[config.mk]
export PLATFORM = sky130hd
export DESIGN_NAME = bus_rr_arbiter_flat
export DESIGN_NICKNAME = d
export VERILOG_FILES = /design/src/rtl/bus_rr_arbiter_pkg.sv /design/src/rtl/bus_rr_arbiter_if.sv /design/src/rtl/bus_rr_arbiter_rr_priority_enc.sv /design/src/rtl/bus_rr_arbiter.sv /design/src/flat_wrapper.sv
export SDC_FILE = /design/constraint.sdc
export NUM_CORES = 1
export LEC_CHECK = 0
export ABC_AREA = 1
export ABC_CLOCK_PERIOD_IN_PS = 2000
export CAP_MARGIN = 5
export CORE_UTILIZATION = 43
export DETAILED_ROUTE_END_ITERATION = 6
export PLACE_DENSITY_LB_ADDON = 0.25
export SETUP_SLACK_MARGIN = 0.5
export SLEW_MARGIN = 20
export SYNTH_ARGS = -nofsm -noshare
export SYNTH_HDL_FRONTEND = slang
export SYNTH_HIERARCHICAL = 1
export SYNTH_SLANG_ARGS = --single-unit
[constraint.sdc]
create_clock -name clk -period 2 [get_ports clk]
set_input_delay 0.2 -clock clk [delete_from_list [all_inputs] [get_ports clk]]
set_output_delay 0.2 -clock clk [all_outputs]
set_load 0.02 [all_outputs]
[src/rtl/bus_rr_arbiter_pkg.sv]
// Shared types and default sizing for the round-robin bus arbiter.
// Sizing defaults feed both the arbiter and its interface.
package bus_rr_arbiter_pkg;

    localparam int N_CH_DEF        = 8;
    localparam int SEL_W_DEF       = 3;
    localparam int TIMEOUT_CYC_DEF = 1023;

    typedef enum logic [1:0] {
        IDLE    = 2'd0,
        GRANT   = 2'd1,
        RELEASE = 2'd2
    } arb_state_t;

endpackage

[src/rtl/bus_rr_arbiter_if.sv]
// Request/grant bundle between the bus channels, the consumer and the arbiter.
// master = channel/consumer side, slave = arbiter side.
interface bus_rr_arbiter_if
    import bus_rr_arbiter_pkg::*;
#(
    parameter int N_CH  = N_CH_DEF,
    parameter int SEL_W = SEL_W_DEF
);
    logic [N_CH-1:0]  req;
    logic [N_CH-1:0]  ch_en;
    logic             done;
    logic [SEL_W-1:0] sel;
    logic             grant_valid;
    logic [N_CH-1:0]  grant_oh;
    logic             timeout;

    modport master (
        output req, ch_en, done,
        input  sel, grant_valid, grant_oh, timeout
    );

    modport slave (
        input  req, ch_en, done,
        output sel, grant_valid, grant_oh, timeout
    );
endinterface

[src/rtl/bus_rr_arbiter_rr_priority_enc.sv]
// Rotating priority encoder: first set bit of i_req searching upward from
// i_last+1 with wrap, so the previous winner is considered last.
module rr_priority_enc
    import bus_rr_arbiter_pkg::*;
#(
    parameter int N_CH  = N_CH_DEF,
    parameter int SEL_W = SEL_W_DEF
) (
    input  logic [N_CH-1:0]  i_req,
    input  logic [SEL_W-1:0] i_last,
    output logic [SEL_W-1:0] o_winner,
    output logic             o_found
);
    int w_idx;

    // Walk offsets from farthest to nearest so the nearest hit overwrites.
    always_comb begin
        o_winner = '0;
        o_found  = 1'b0;
        w_idx    = 0;
        for (int i = N_CH; i >= 1; i--) begin
            w_idx = int'(i_last) + i;
            if (w_idx >= N_CH) begin
                w_idx = w_idx - N_CH;
            end
            if (i_req[w_idx[SEL_W-1:0]]) begin
                o_winner = w_idx[SEL_W-1:0];
                o_found  = 1'b1;
            end
        end
    end
endmodule

[src/rtl/bus_rr_arbiter.sv]
// Round-robin arbiter driving an N_CH:1 bus mux select, with IDLE/GRANT/RELEASE FSM.
// Define ARB_TIMEOUT_EN to add a GRANT watchdog that force-releases after TIMEOUT_CYC cycles.
module bus_rr_arbiter
    import bus_rr_arbiter_pkg::*;
#(
    parameter int N_CH        = N_CH_DEF,
    parameter int SEL_W       = SEL_W_DEF,
    parameter int TIMEOUT_CYC = TIMEOUT_CYC_DEF
) (
    input  logic             clk,
    input  logic             rst,
    bus_rr_arbiter_if.slave  bus
);
    arb_state_t       r_state, w_state_next;
    logic [SEL_W-1:0] r_sel, w_sel_next;
    logic [SEL_W-1:0] r_last_grant, w_last_next;
    logic             r_grant_valid, w_gv_next;
    logic             r_timeout, w_timeout_next;
    logic [SEL_W-1:0] w_winner;
    logic             w_found;

    if (SEL_W < $clog2(N_CH)) begin : g_bad_sel_w
        $error("SEL_W too narrow for N_CH");
    end
    if (TIMEOUT_CYC < 2) begin : g_bad_timeout
        $error("TIMEOUT_CYC must be at least 2");
    end

    rr_priority_enc #(.N_CH(N_CH), .SEL_W(SEL_W)) u_enc (
        .i_req    (bus.req & bus.ch_en),
        .i_last   (r_last_grant),
        .o_winner (w_winner),
        .o_found  (w_found)
    );

`ifdef ARB_TIMEOUT_EN
    localparam int WD_W = $clog2(TIMEOUT_CYC + 1);
    logic [WD_W-1:0] r_wdog, w_wdog_next;
    logic            w_wdog_expire;

    // Counter sits at zero outside GRANT, so it restarts on every new grant.
    assign w_wdog_next   = (r_state == GRANT) ? r_wdog + 1'b1 : '0;
    assign w_wdog_expire = (r_state == GRANT) && (r_wdog == WD_W'(TIMEOUT_CYC - 1));

    always_ff @(posedge clk or negedge rst) begin
        if (!rst) begin
            r_wdog <= '0;
        end else begin
            r_wdog <= w_wdog_next;
        end
    end
`else
    logic w_wdog_expire;
    assign w_wdog_expire = 1'b0;
`endif

    always_comb begin
        w_state_next   = r_state;
        w_sel_next     = r_sel;
        w_last_next    = r_last_grant;
        w_gv_next      = 1'b0;
        w_timeout_next = 1'b0;
        case (r_state)
            IDLE: begin
                if (w_found) begin
                    w_state_next = GRANT;
                    w_sel_next   = w_winner;
                    w_gv_next    = 1'b1;
                end
            end
            GRANT: begin
                w_gv_next = 1'b1;
                // done takes priority over a coincident watchdog expiry.
                if (bus.done || w_wdog_expire) begin
                    w_state_next   = RELEASE;
                    w_gv_next      = 1'b0;
                    w_last_next    = r_sel;
                    w_timeout_next = !bus.done;
                end
            end
            RELEASE: w_state_next = IDLE;
            default: w_state_next = IDLE;
        endcase
    end

    always_ff @(posedge clk or negedge rst) begin
        if (!rst) begin
            r_state       <= IDLE;
            r_sel         <= '0;
            r_last_grant  <= SEL_W'(N_CH - 1);
            r_grant_valid <= 1'b0;
            r_timeout     <= 1'b0;
        end else begin
            r_state       <= w_state_next;
            r_sel         <= w_sel_next;
            r_last_grant  <= w_last_next;
            r_grant_valid <= w_gv_next;
            r_timeout     <= w_timeout_next;
        end
    end

    assign bus.sel         = r_sel;
    assign bus.grant_valid = r_grant_valid;
    assign bus.grant_oh    = r_grant_valid ? (N_CH'(1) << r_sel) : '0;
    assign bus.timeout     = r_timeout;
endmodule
[src/flat_wrapper.sv]
// flat-port wrapper written by rule: the top's interface ports become plain ports
module bus_rr_arbiter_flat import bus_rr_arbiter_pkg::*;
#(
    parameter int N_CH        = N_CH_DEF,
    parameter int SEL_W       = SEL_W_DEF,
    parameter int TIMEOUT_CYC = TIMEOUT_CYC_DEF
)
  (clk, rst, bus_req, bus_ch_en, bus_done, bus_sel, bus_grant_valid, bus_grant_oh, bus_timeout);
  bus_rr_arbiter_if #(.N_CH(N_CH), .SEL_W(SEL_W)) bus_i ();
  input  logic clk;
  input  logic rst;
  input wire logic [$bits(bus_i.req)-1:0] bus_req;
  input wire logic [$bits(bus_i.ch_en)-1:0] bus_ch_en;
  input wire logic [$bits(bus_i.done)-1:0] bus_done;
  output wire logic [$bits(bus_i.sel)-1:0] bus_sel;
  output wire logic [$bits(bus_i.grant_valid)-1:0] bus_grant_valid;
  output wire logic [$bits(bus_i.grant_oh)-1:0] bus_grant_oh;
  output wire logic [$bits(bus_i.timeout)-1:0] bus_timeout;
  assign bus_i.req = bus_req;
  assign bus_i.ch_en = bus_ch_en;
  assign bus_i.done = bus_done;
  assign bus_sel = bus_i.sel;
  assign bus_grant_valid = bus_i.grant_valid;
  assign bus_grant_oh = bus_i.grant_oh;
  assign bus_timeout = bus_i.timeout;
  bus_rr_arbiter #(.N_CH(N_CH), .SEL_W(SEL_W), .TIMEOUT_CYC(TIMEOUT_CYC)) u_core (.clk(clk), .rst(rst), .bus(bus_i));
endmodule
==> flow_summary_export.csv <==
group,metric,value,unit
timing,setup_slack,-0.0638,ns
route,drt_first_pass_iters,4,
die,io_pins,32,
yosys,synth_area,1150,µm²
worst_setup_path,crit_path_start_kind,"flop",
route,via_per_inst,5.14,
route,totalWireLength,3.25,mm
yosys,synth_fp_nets,214,
place,dp_hpwl,2.68,mm
die,die_x,53.7,µm
yosys,ys_ff_latch,9,
worst_setup_path,worstPathArrival,2.25,ns
die,start_util,0.459,
timing,slew_violations,0,
worst_hold_path,hold_class,"primary input to async pin",
yosys,syn_inst,193,
die,fp-row-count,18,
place,place.gp.congestion,0.893,
route,drc,0,
worst_setup_path,worstPathRequired,2.19,ns
cells_and_area,diodes,0,
cells_and_area,fillers,216,
clocking,htree_levels,1,
global_route,grt_max_degree,11,
die,coreArea,2500,µm²
worst_setup_path,cp-end-kind,"flop",
clocking,cts_buffers,3,
worst_setup_path,slowest_delay,0.62,ns
timing,skew,0.00149,ns
route,drtAntennaViolNets,0,
clocking,cts_sinks,9,
timing,finalSetupTns,-0.262,ns
cells_and_area,mostFrequentLayoutCell,"nand2_1",
place,numPlacedInstances,258,
clocking,clk_latency,0.25,ns
yosys,ys_warn_count,6,
flow_run,max-cap-violations,0,
worst_setup_path,cpMostUsedCell,"nand2_1",
timing,period_share,1.03,
route,num_vias,1353,
worst_setup_path,cp_cell_sequence,"inv_8, ha_4, inv_6, nand3_4, nand3_4, nand2_4, nand4_1, nand3_1, nand2_1, nand2_1, nand2_1, a21oi_2, nand3_1, nand2_1",
global_route,antenna_found_initial,0,
place,pre_cts_ws,-0.0439,ns
clocking,path_clk_slew,0.06,ns
clocking,cts_tree,"done",
timing,fmax,0.485,GHz
cells_and_area,drive_gt1_frac,0.249,
yosys,yosysSeqAreaShare,0.199,
cells_and_area,nets,255,
cells_and_area,final_cell_mix,"nand2_1 (67), inv_1 (24), nand3_1 (24), clkdlybuf4s50_1 (19)",
route,drt_iter0_drc,38,
route,routedWlPerCell,12.4,µm
global_route,grt_pass1_vias,1183,
worst_setup_path,critical_path_class,"flop to flop",
global_route,track_usage,0.246,
timing,rsz0062_at_grt,"yes",
worst_setup_path,critPathSlowestCell,"dfstp_2",
timing,setup_viol,5,
global_route,grt_pass1_wl,5.17,mm
yosys,ys_types,27,
clocking,root_buffer,"clkbuf_4",
worst_setup_path,cp_max_fo,6,
clocking,clock_path_buffers,2,
cells_and_area,area_growth,43.5,%
outcome,status,"finished, violations left",
die,die-height,53.7,µm
outcome,failed_checks,"setup timing",
cells_and_area,final_cells,263,
global_route,gr-total-overflow,0,
yosys,avgSynthCellArea,5.95,µm²
place,port_buffers,30,
timing,finalHoldViolations,0,
die,die_area,2880,µm²
timing,fin_crit,2.06,ns
## worst max-delay path, delay by kind of cell, from the launching register on
family / cells / cell delay (ns)
flip-flops: 1 / 0.62
buffers and inverters: 2 / 0.11
adder cells (fa/ha/maj): 1 / 0.34
AND/OR/NAND/NOR: 10 / 0.81
AO/OA/AOI/OAI: 1 / 0.12
## what timing repair did
action / CTS / global route
setup endpoints to repair: 16 / 13
resized for setup: 24 / 22
buffers inserted: 0 / 1
pin swaps: 2 / 1
hold buffers: 0 / 0
## cell type report
class	instances	area (µm²)	area share
Timing Repair Buffer	40	332	0.201
Multi-Input combinational cell	153	906	0.550
Inverter	27	116	0.0706
Sequential cell	9	230	0.140
Clock buffer	4	26.3	0.0159
Tap cell	30	37.5	0.0228
## cells by family (layout without fill, tap and decap cells)
family,count (synthesis),count (layout),share of synthesized area
buffers and inverters,31,71,0.127
adders and majority gates,2,2,0.0218
DFF,9,9,0.199
other,1,1,0.00326
AOI/OAI and AO/OA,13,13,0.0654
xor gates and xnor gates,5,5,0.0512
and+or+nand+nor,132,132,0.532
## path summary, 6_finish.rpt
kind,slack (ns),to,cells after the start,from
max in group asynchronous,1.44,u_core/r_last_grant[0],1,rst
min in group clk,0.51,u_core/r_last_grant[1],2,u_core/r_last_grant[1]
hold reg to reg,0.51,u_core/r_last_grant[1],2,u_core/r_last_grant[1]
setup reg to reg,-0.06,u_core/bus.sel[1],14,u_core/r_last_grant[0]
setup / recovery,-0.06,u_core/bus.sel[1],14,u_core/r_last_grant[0]
hold / removal,0.24,u_core/r_state[0],1,rst
## metal layers
layer,up-vias,global-route usage,part of all wire
met5,-,0,0
met4,0,0.0439,0
met3,0,0.0480,0.038
met2,33,0.403,0.49
met1,619,0.333,0.47
li1,701,-,-
## through the flow
stage	util	hold WS [ns]	cell area [µm²]
after CTS	0.657	0.245	1640
final	0.659	0.241	1650
after detailed placement	0.626	0.501	1560
after global routing	0.659	0.251	1650
after floorplan	-	-0.0956	1200
after global placement	0.626	0.499	1560
## synthesized netlist by cell type
| library cell | n | area share |
|---|---|---|
| nand3_1 | 31 | 0.14 |
| dfrtp_1 | 6 | 0.13 |
| buf_4 | 2 | 0.013 |
| a21boi_1 | 1 | 0.0065 |
| nor2_2 | 2 | 0.011 |
| o21bai_1 | 1 | 0.0065 |
| dfstp_2 | 3 | 0.069 |
| nor2_1 | 10 | 0.033 |
| nand2_2 | 4 | 0.022 |
| nand2_1 | 70 | 0.23 |
| xor2_2 | 1 | 0.014 |
| a21oi_1 | 6 | 0.026 |
| xnor2_1 | 2 | 0.015 |
| inv_2 | 2 | 0.0065 |
| xor2_1 | 1 | 0.0076 |
| nand4_1 | 6 | 0.033 |
| nor3_1 | 2 | 0.0087 |
| xnor2_2 | 1 | 0.014 |
| nand3_2 | 7 | 0.061 |
| o21ai_1 | 3 | 0.013 |
| ha_1 | 2 | 0.022 |
| a21oi_2 | 1 | 0.0076 |
| conb_1 | 1 | 0.0033 |
| inv_8 | 1 | 0.0098 |
| inv_1 | 24 | 0.078 |
| buf_6 | 2 | 0.020 |
| a31oi_1 | 1 | 0.0055 |
## state kept, by name, summed over array words and instances, names as in the netlist
name and count:
u_core/r_state 2, u_core/bus.sel 3, u_core/bus.grant_valid 1, u_core/r_last_grant 3
Power is not shown: default switching activity piles up to over one toggle a cycle in this logic, so the estimate is an artifact.
